## config.mk

```make
export PLATFORM = sky130hd
export DESIGN_NAME = mdu_seq
export DESIGN_NICKNAME = d
export VERILOG_FILES = /design/src/rtl/mdu_seq_pkg.sv /design/src/rtl/mdu_seq_div_iter.sv /design/src/rtl/mdu_seq.sv
export SDC_FILE = /design/constraint.sdc
export NUM_CORES = 2
export LEC_CHECK = 0
export BUFFER_PORTS_ARGS = -buffer_cell sky130_fd_sc_hd__buf_2
export CAP_MARGIN = 20
export CORE_MARGIN = 5
export CORE_UTILIZATION = 60
export CTS_BUF_LIST = sky130_fd_sc_hd__clkbuf_8
export CTS_CLUSTER_DIAMETER = 80
export DETAILED_ROUTE_END_ITERATION = 8
export HOLD_SLACK_MARGIN = 0.08
export PLACE_DENSITY = 0.77
export SLEW_MARGIN = 20
export SYNTH_ARGS = -nofsm -noshare
export SYNTH_HDL_FRONTEND = slang
export SYNTH_SLANG_ARGS = --single-unit
```

## constraint.sdc

```tcl
create_clock -name clk -period 4.4 [get_ports clk]
set_input_delay 0.66 -clock clk [delete_from_list [all_inputs] [get_ports clk]]
set_output_delay 0.66 -clock clk [all_outputs]
set_load 0.05 [all_outputs]
```

## src/rtl/mdu_seq_pkg.sv

```systemverilog
// Shared definitions for the sequential multiply/divide unit: alucontrol op
// codes it executes and the FSM state encoding.
package mdu_seq_pkg;

  localparam logic [7:0] EXE_MULT_OP  = 8'b0001_1000;
  localparam logic [7:0] EXE_MULTU_OP = 8'b0001_1001;
  localparam logic [7:0] EXE_DIV_OP   = 8'b0001_1010;
  localparam logic [7:0] EXE_DIVU_OP  = 8'b0001_1011;

  localparam logic [1:0] ST_IDLE = 2'd0;
  localparam logic [1:0] ST_MUL  = 2'd1;
  localparam logic [1:0] ST_DIV  = 2'd2;
  localparam logic [1:0] ST_DONE = 2'd3;

endpackage

```

## src/rtl/mdu_seq_div_iter.sv

```systemverilog
// Radix-2 restoring divider on unsigned magnitudes: one quotient bit per cycle,
// WIDTH cycles after start, then done_o pulses for one cycle.
module mdu_seq_div_iter #(
  parameter int WIDTH = 32
) (
  input  logic             clk,
  input  logic             resetn,
  input  logic             start_i,
  input  logic             abort_i,
  input  logic [WIDTH-1:0] dividend_i,
  input  logic [WIDTH-1:0] divisor_i,
  output logic             done_o,
  output logic [WIDTH-1:0] quot_o,
  output logic [WIDTH-1:0] rem_o
);

  localparam int CW = $clog2(WIDTH);

  logic [WIDTH-1:0] rem_q, quot_q, dvs_q;
  logic [CW-1:0]    cnt_q;
  logic             busy_q, done_q;
  logic [WIDTH:0]   shifted;
  logic [WIDTH+1:0] diff;
  logic             ge;

  // The quotient register doubles as the dividend shifter.
  always_comb begin
    shifted = {rem_q, quot_q[WIDTH-1]};
    diff    = {1'b0, shifted} - {2'b00, dvs_q};
    ge      = ~diff[WIDTH+1];
  end

  always_ff @(posedge clk or negedge resetn) begin
    if (!resetn) begin
      rem_q  <= '0;
      quot_q <= '0;
      dvs_q  <= '0;
      cnt_q  <= '0;
      busy_q <= 1'b0;
      done_q <= 1'b0;
    end else if (abort_i) begin
      busy_q <= 1'b0;
      done_q <= 1'b0;
    end else if (start_i) begin
      rem_q  <= '0;
      quot_q <= dividend_i;
      dvs_q  <= divisor_i;
      cnt_q  <= '0;
      busy_q <= 1'b1;
      done_q <= 1'b0;
    end else if (busy_q) begin
      rem_q  <= ge ? diff[WIDTH-1:0] : shifted[WIDTH-1:0];
      quot_q <= {quot_q[WIDTH-2:0], ge};
      cnt_q  <= cnt_q + CW'(1);
      if (cnt_q == CW'(WIDTH - 1)) begin
        busy_q <= 1'b0;
        done_q <= 1'b1;
      end
    end else begin
      done_q <= 1'b0;
    end
  end

  assign done_o = done_q;
  assign quot_o = quot_q;
  assign rem_o  = rem_q;

endmodule

```

## src/rtl/mdu_seq.sv

```systemverilog
// Sequential MULT/MULTU/DIV/DIVU unit owning HI/LO, stalling EX while busy.
// Define MDU_DIVZERO_FAST_EN for a 2-cycle zero-divisor path and the divz_o port.
module mdu_seq
  import mdu_seq_pkg::*;
#(
  parameter int WIDTH      = 32,
  parameter int MUL_STAGES = 2,
  parameter int OP_W       = 8
) (
  input  logic             clk,
  input  logic             resetn,
  input  logic             valid_i,
  input  logic [OP_W-1:0]  op_i,
  input  logic [WIDTH-1:0] a_i,
  input  logic [WIDTH-1:0] b_i,
  input  logic             flush_i,
  input  logic [1:0]       hilo_we_i,
  input  logic [WIDTH-1:0] hilo_wdata_i,
  output logic             stall_o,
  output logic             done_o,
  output logic [WIDTH-1:0] hi_o,
  output logic [WIDTH-1:0] lo_o
`ifdef MDU_DIVZERO_FAST_EN
  ,
  output logic             divz_o
`endif
);

  localparam int CNT_W = (MUL_STAGES > 1) ? $clog2(MUL_STAGES) : 1;

  logic [1:0]         state_q, state_d;
  logic [CNT_W-1:0]   mcnt_q;
  logic [WIDTH-1:0]   a_q, hi_q, lo_q;
  logic               sign_a_q, sign_b_q, div_zero_q;
  logic [2*WIDTH-1:0] pipe_q [MUL_STAGES];

  logic               is_mul_op, is_div_op, op_signed, start, div_start;
  logic [2*WIDTH-1:0] a_ext, b_ext, prod_full;
  logic [WIDTH-1:0]   a_mag, b_mag, div_quot, div_rem, div_hi, div_lo;
  logic               div_done, commit;
  logic [WIDTH-1:0]   res_hi, res_lo;

  always_comb begin
    is_mul_op = (op_i == OP_W'(EXE_MULT_OP)) || (op_i == OP_W'(EXE_MULTU_OP));
    is_div_op = (op_i == OP_W'(EXE_DIV_OP))  || (op_i == OP_W'(EXE_DIVU_OP));
    op_signed = (op_i == OP_W'(EXE_MULT_OP)) || (op_i == OP_W'(EXE_DIV_OP));
    start     = valid_i & ~flush_i & (state_q == ST_IDLE) & (is_mul_op | is_div_op);
    a_ext     = {{WIDTH{op_signed & a_i[WIDTH-1]}}, a_i};
    b_ext     = {{WIDTH{op_signed & b_i[WIDTH-1]}}, b_i};
    prod_full = a_ext * b_ext;
    a_mag     = (op_signed & a_i[WIDTH-1]) ? -a_i : a_i;
    b_mag     = (op_signed & b_i[WIDTH-1]) ? -b_i : b_i;
  end

`ifdef MDU_DIVZERO_FAST_EN
  assign div_start = start & is_div_op & (b_i != '0);
`else
  assign div_start = start & is_div_op;
`endif

  mdu_seq_div_iter #(.WIDTH(WIDTH)) u_div (
    .clk        (clk),
    .resetn     (resetn),
    .start_i    (div_start),
    .abort_i    (flush_i),
    .dividend_i (a_mag),
    .divisor_i  (b_mag),
    .done_o     (div_done),
    .quot_o     (div_quot),
    .rem_o      (div_rem)
  );

  // Sign-fix cycle: quotient negative iff signs differ, remainder follows dividend.
  always_comb begin
    div_lo = (sign_a_q ^ sign_b_q) ? -div_quot : div_quot;
    div_hi = sign_a_q ? -div_rem : div_rem;
    if (div_zero_q) begin
      div_lo = '1;
      div_hi = a_q;
    end
  end

  always_comb begin
    state_d = state_q;
    commit  = 1'b0;
    res_hi  = '0;
    res_lo  = '0;
    case (state_q)
      ST_IDLE: if (start) state_d = is_mul_op ? ST_MUL : ST_DIV;
      ST_MUL: begin
        if (flush_i) begin
          state_d = ST_IDLE;
        end else if (mcnt_q == CNT_W'(MUL_STAGES - 1)) begin
          commit  = 1'b1;
          res_hi  = pipe_q[MUL_STAGES-1][2*WIDTH-1:WIDTH];
          res_lo  = pipe_q[MUL_STAGES-1][WIDTH-1:0];
          state_d = ST_DONE;
        end
      end
      ST_DIV: begin
        if (flush_i) begin
          state_d = ST_IDLE;
        end else if (div_done
`ifdef MDU_DIVZERO_FAST_EN
                     || div_zero_q
`endif
                    ) begin
          commit  = 1'b1;
          res_hi  = div_hi;
          res_lo  = div_lo;
          state_d = ST_DONE;
        end
      end
      default: state_d = ST_IDLE;
    endcase
  end

  always_ff @(posedge clk or negedge resetn) begin
    if (!resetn) begin
      state_q    <= ST_IDLE;
      mcnt_q     <= '0;
      a_q        <= '0;
      sign_a_q   <= 1'b0;
      sign_b_q   <= 1'b0;
      div_zero_q <= 1'b0;
    end else begin
      state_q <= state_d;
      mcnt_q  <= (state_q == ST_MUL) ? mcnt_q + CNT_W'(1) : '0;
      if (start) begin
        a_q        <= a_i;
        sign_a_q   <= op_signed & a_i[WIDTH-1];
        sign_b_q   <= op_signed & b_i[WIDTH-1];
        div_zero_q <= (b_i == '0);
      end
    end
  end

  // Product pipeline: stage 0 loads at the accept edge, later stages shift in MUL.
  for (genvar gi = 0; gi < MUL_STAGES; gi++) begin : g_pipe
    always_ff @(posedge clk or negedge resetn) begin
      if (!resetn) begin
        pipe_q[gi] <= '0;
      end else if (gi == 0) begin
        if (start) pipe_q[gi] <= prod_full;
      end else if (state_q == ST_MUL) begin
        pipe_q[gi] <= pipe_q[(gi > 0) ? gi - 1 : 0];
      end
    end
  end

  // A completing op always beats an MTHI/MTLO on the same edge.
  always_ff @(posedge clk or negedge resetn) begin
    if (!resetn) begin
      hi_q <= '0;
      lo_q <= '0;
    end else if (commit) begin
      hi_q <= res_hi;
      lo_q <= res_lo;
    end else if (state_q == ST_IDLE || state_q == ST_DONE) begin
      if (hilo_we_i[1]) hi_q <= hilo_wdata_i;
      if (hilo_we_i[0]) lo_q <= hilo_wdata_i;
    end
  end

`ifdef MDU_DIVZERO_FAST_EN
  logic divz_q;
  always_ff @(posedge clk or negedge resetn) begin
    if (!resetn)     divz_q <= 1'b0;
    else if (commit) divz_q <= (state_q == ST_DIV) & div_zero_q;
  end
  assign divz_o = divz_q & (state_q == ST_DONE);
`endif

  assign stall_o = ~flush_i & (start | (state_q == ST_MUL) | (state_q == ST_DIV));
  assign done_o  = (state_q == ST_DONE);
  assign hi_o    = hi_q;
  assign lo_o    = lo_q;

endmodule

```

Word level (Yosys, flattened, before mapping)
Cells that the tools add are included.
- bits in registers: 333
- bits of input ports: 110
- output and inout bits: 66
- logic and storage cells: 114
- $add $sub $neg: 7
- multiply operators: 1
- equal/unequal tests: 12
- muxes and demuxes: 50
- bitwise operators: 13
- reductions and logical operators: 15
- operators by type and width (operator ; number):
    2-to-1 mux 32 bit ; 25
    negation 32 bit ; 4
    case mux 32 bit (2 select lines) ; 2
    multiplier 33 x 33 -> 64 bit ; 1
    subtractor 33 x 32 -> 34 bit ; 1
    equality test 8 x 5 -> 1 bit (second input constant) ; 4
    zero test 32 bit ; 1
    2-to-1 mux 1 bit ; 13
    2-to-1 mux 2 bit ; 6
    2-to-1 mux 5 bit ; 2
    AND reduction 2 bit ; 4
    nonzero test 2 bit ; 4
    AND 1 bit ; 7
    case mux 2 bit (3 select lines) ; 1
    adder 5 x 1 -> 5 bit (second input constant) ; 1
    equality test 5 bit (second input constant) ; 1
    equality test 2 bit (second input constant) ; 2
    logical OR 1 bit ; 4
    != test 4 bit (second input constant) ; 1
    != test 3 x 2 -> 1 bit (second input constant) ; 1
    != test 3 bit (second input constant) ; 1
    OR 1 bit ; 3
    AND reduction 3 bit ; 1
    equality test 2 x 1 -> 1 bit (second input constant) ; 1
    other kinds (6) ; 7

Depth between registers and ports, before layout
- depth after elaboration: 7
- mapped depth: 36
- mapped depth without buffers: 32

Cells and area by module
Synthesis repeated with hierarchy kept, for this count alone.
- cells, all modules: 6344
- area, all modules: 56824.5 µm²
- modules (own cells, without submodules) (module ; instances ; cells an instance ; area each (µm²) ; seq. area each (µm²)):
    mdu_seq ; 1 ; 5662 ; 50865.0 ; 5755.5
    mdu_seq_div_iter ; 1 ; 682 ; 5959.5 ; 2577.5

Least setup slack after synthesis
Ideal clock, no wire load.
- path kind: input to register
- start point: input op_i[5]
- end point: register pipe_q[125] (netlist bit)
- setup time: 0.069 ns
- data arrival time: 9.537 ns
- required time: 4.331 ns
- setup slack: -5.206 ns
- stages on the path: 32
- buffers on the path: 4
- cell sequence: nand4bb_1 nor3_1 inv_1 nor2_1 and2_0 clkbuf_1 buf_1 clkbuf_1 nand2_1 inv_1 fa_1 fa_1 fa_1 inv_1 fa_1 inv_1 fa_1 fa_1 inv_1 fa_1 fa_1 inv_1 ha_1 clkbuf_1 nand4_1 nor2_1 nand4_1 inv_1 a211oi_1 a311o_1 or4_1 nand3_1
- word-level cells in the longest chain between the ends: 4
- elaborated cells on any way between the ends: 12
- those cells by class: 1 x mul; 4 x eq/ne; 4 x bitwise; 3 x reduce/logical
- ends and longest elaborated chain (what ; RTL line ; source):
    start: declaration ; mdu_seq.sv:13 ; input logic [OP_W-1:0] op_i,
    equality test 8 x 5 -> 1 bit (on tied branches) ; mdu_seq.sv:44, mdu_seq.sv:46, mdu_seq.sv:45 ;
    logical OR 1 bit (on tied branches) ; mdu_seq.sv:46, mdu_seq.sv:44, mdu_seq.sv:45 ;
    AND 1 bit (tied with other cells) ; mdu_seq.sv:48 ; a_ext = {{WIDTH{op_signed & a_i[WIDTH-1]}}, a_i};
    multiplier 33 x 33 -> 64 bit / AND 1 bit (equally long branches) ; mdu_seq.sv:50, mdu_seq.sv:47 ;
    end signal: indexed assignment ; mdu_seq.sv:144 ; if (start) pipe_q[gi] <= prod_full;
    end signal: indexed assignment ; mdu_seq.sv:146 ; pipe_q[gi] <= pipe_q[(gi > 0) ? gi - 1 : 0];
    end: declaration ; mdu_seq.sv:35 ; logic [2*WIDTH-1:0] pipe_q [MUL_STAGES];
Several ways; a longest one is shown, not always the timed one.
A chain may end at the register's enable or synchronous reset.

Worst setup path after layout
Same ends and word-level chain as after synthesis.

==> flow_summary.yaml <==
status:
  status: "finished with violations"
  failed_checks: "DRC, setup timing"
die:
  die_area_um2: 100000
  dieWidth_um: 317
  num_rows: 112
  core_um2: 93500
  floorplan.io_pins: 176
  die_height_um: 317
  initial_core_util: 0.605
drt:
  drc: 1
  totalWireLength_mm: 181
  num_vias: 47200
  detailedRoute.firstIterationViolations: 4233
  drtAntennaViolNets: 0
  viasPerCell: 5.79
  first_pass_iters: 9
  wl_per_cell_um: 22.2
timing:
  setup_ws_ns: -3.31
  relSlewSlack: 0.280
  clock_skew_ns: 0.0147
  tns_ns: -134.93
  holdWs_ns: 0.320
  grt_setup_unrepaired: "yes"
  maxSlewViolCount: 0
  worst_pin_slew_ns: 1.08
  max_freq_ghz: 0.130
  setup_violations: 55
  min_period_over_period: 1.75
  hold_viol_final: 0
  period_needed_ns: 7.71
cts:
  cts_buffer_depth: 3
  clk_latency_ns: 0.61
  root_buffer: "clkbuf_8"
  path_clk_slew_ns: 0.06
  cts_buffers: 49
  cts.sink_count: 333
  cts-htree-levels: 2
  cts_tree: "done"
logic_synthesis:
  synthCells: 6326
  ys_warn_count: 0
  synth-edff-count: 0
  syn_area_um2: 56500
  synth_xor_area_frac: 0.0341
  synth_compound_area_frac: 0.0856
  synth_top_family_by_area: "adder cells"
  synth_simple_gate_area_frac: 0.152
  ys_seq_area_frac: 0.147
  synth-seq-cells: 333
  syn_area_per_cell_um2: 8.94
  synthMuxAreaShare: 0.0206
  async_flop_share: 1.00
  synthFlopType: "dfrtp_1"
  synthDistinctLibCells: 75
  syn-num-nets: 7816
  synthAdderAreaFrac: 0.455
placed_design:
  gp_congestion: 0.987
  port_buffers: 175
  place_hpwl_mm: 146
  dp.cells: 7952
cells_and_area:
  syn_to_final_growth_pct: 19.9
  final_nets: 8330
  drive_gt1_frac: 0.213
  post-route-util: 0.726
  final_cells: 8142
global_route:
  grt_overflow: 0
  grt_first_pass_wirelength_mm: 282
  grt_max_degree: 98
  grt_pass1_vias: 49900
  antenna_found_initial: 21
  track_usage: 0.364
critical_path:
  worstPathRequired_ns: 4.93
  critPathCaptureType: "flip-flop"
  cp_data_arrival_time_ns: 8.24
  crit_top_cell: "fa_1"
  critPathMaxFanout: 7
  critPathMaxStageDelay_ns: 0.56
  critPathSlowestCell: "fa_1"
  worstSetupPathType: "primary input to flip-flop"
  startpoint_type: "primary input"
hold_path:
  hold_class: "primary input to flip-flop"
job:
  max_cap_viol_count: 0
## cells in the mapped netlist (all sizes together), types with 41 or more instances
library cell / number / share of area
and2: 300 / 0.033
ha: 254 / 0.056
inv: 1188 / 0.079
fa: 1126 / 0.40
buf: 58 / 0.0039
clkbuf: 349 / 0.023
mux2i: 41 / 0.0073
and3: 55 / 0.0061
o21ai: 284 / 0.025
nor2: 179 / 0.012
a21oi: 216 / 0.019
nand2: 1139 / 0.076
xnor2: 114 / 0.018
dfrtp: 333 / 0.15
mux2: 67 / 0.013
xor2: 106 / 0.016
## cell type report
class	instances	area (µm²)
multi-input combinational	4397	44700
fill	6678	25700
sequential	333	8330
timing repair buffer	870	7620
inverter	1189	4490
tap	1254	1570
clock buffer	69	950
clock inverter	21	95.1
antenna	9	22.5
## layout by cell type, fill, tap and decap left out, drive strengths merged, types with 67 or more instances in the layout
| cell type | synthesis | layout |
|---|---|---|
| and2 | 300 | 300 |
| buf | 58 | 867 |
| o21ai | 284 | 284 |
| clkbuf | 349 | 70 |
| nor2 | 179 | 179 |
| dfrtp | 333 | 333 |
| ha | 254 | 254 |
| inv | 1188 | 1199 |
| nand2 | 1139 | 1139 |
| xnor2 | 114 | 114 |
| xor2 | 106 | 106 |
| a21oi | 216 | 216 |
| fa | 1126 | 1126 |
| mux2 | 67 | 67 |
## flip-flops by register name (all words and copies together), names as in the netlist, 2 cells and up
signal,flops
hi_o,32
pipe_q,128
u_div.quot_o,32
state_q,2
lo_o,32
u_div.cnt_q,5
a_q,32
u_div.dvs_q,32
u_div.rem_o,32
## timing repair
action	4_1_cts	5_1_grt
endpoints found under the hold margin	3	0
setup endpoints to repair	57	57
pin swaps	203	124
resized for setup	429	177
setup buffers	66	33
hold buffers	1	0
cloned	4	0
## routing by layer
metal	track usage	part of all wire	vias up
met1	0.494	0.38	23800
met2	0.552	0.44	2491
met3	0.0961	0.11	525
met5	0	0.00056	-
li1	-	-	20300
met4	0.170	0.058	14
## worst max-delay path, delay by kind of cell
kind                       cells  cell delay (ns)
and+or+nand+nor                9             1.65
adders and majority gates      9             4.19
buffers and inverters         12             1.25
AOI/OAI and AO/OA              2             0.48
## final timing paths
path,slack [ns],depth (start not counted),from,to
max reg2reg,0.78,14,u_div.quot_o[31],u_div.rem_o[28]
min,0.32,2,hilo_wdata_i[1],lo_o[1]
max in group asynchronous,2.67,3,resetn,pipe_q[43]
min in group asynchronous,0.65,2,resetn,u_div.busy_q
max,-3.31,32,op_i[5],pipe_q[125]
min reg2reg,0.45,1,mcnt_q,mcnt_q
## logic make-up after synthesis
logic type,count (synthesis)
compound gates,791
xor+xnor,220
simple gates,1898
buf+inv,1596
fa+ha+maj,1380
mux,108
flops,333
## metrics by stage
step	setup slack (ns)	instance area [µm²]
2_1_floorplan	-4.00	58500
3_3_place_gp	-4.16	63400
3_5_place_dp	-4.21	63400
4_1_cts	-3.22	66900
5_1_grt	-3.55	67800
6_report	-3.31	67800
Power is not shown: default switching activity piles up to over one toggle a cycle in this logic, so the estimate is an artifact.
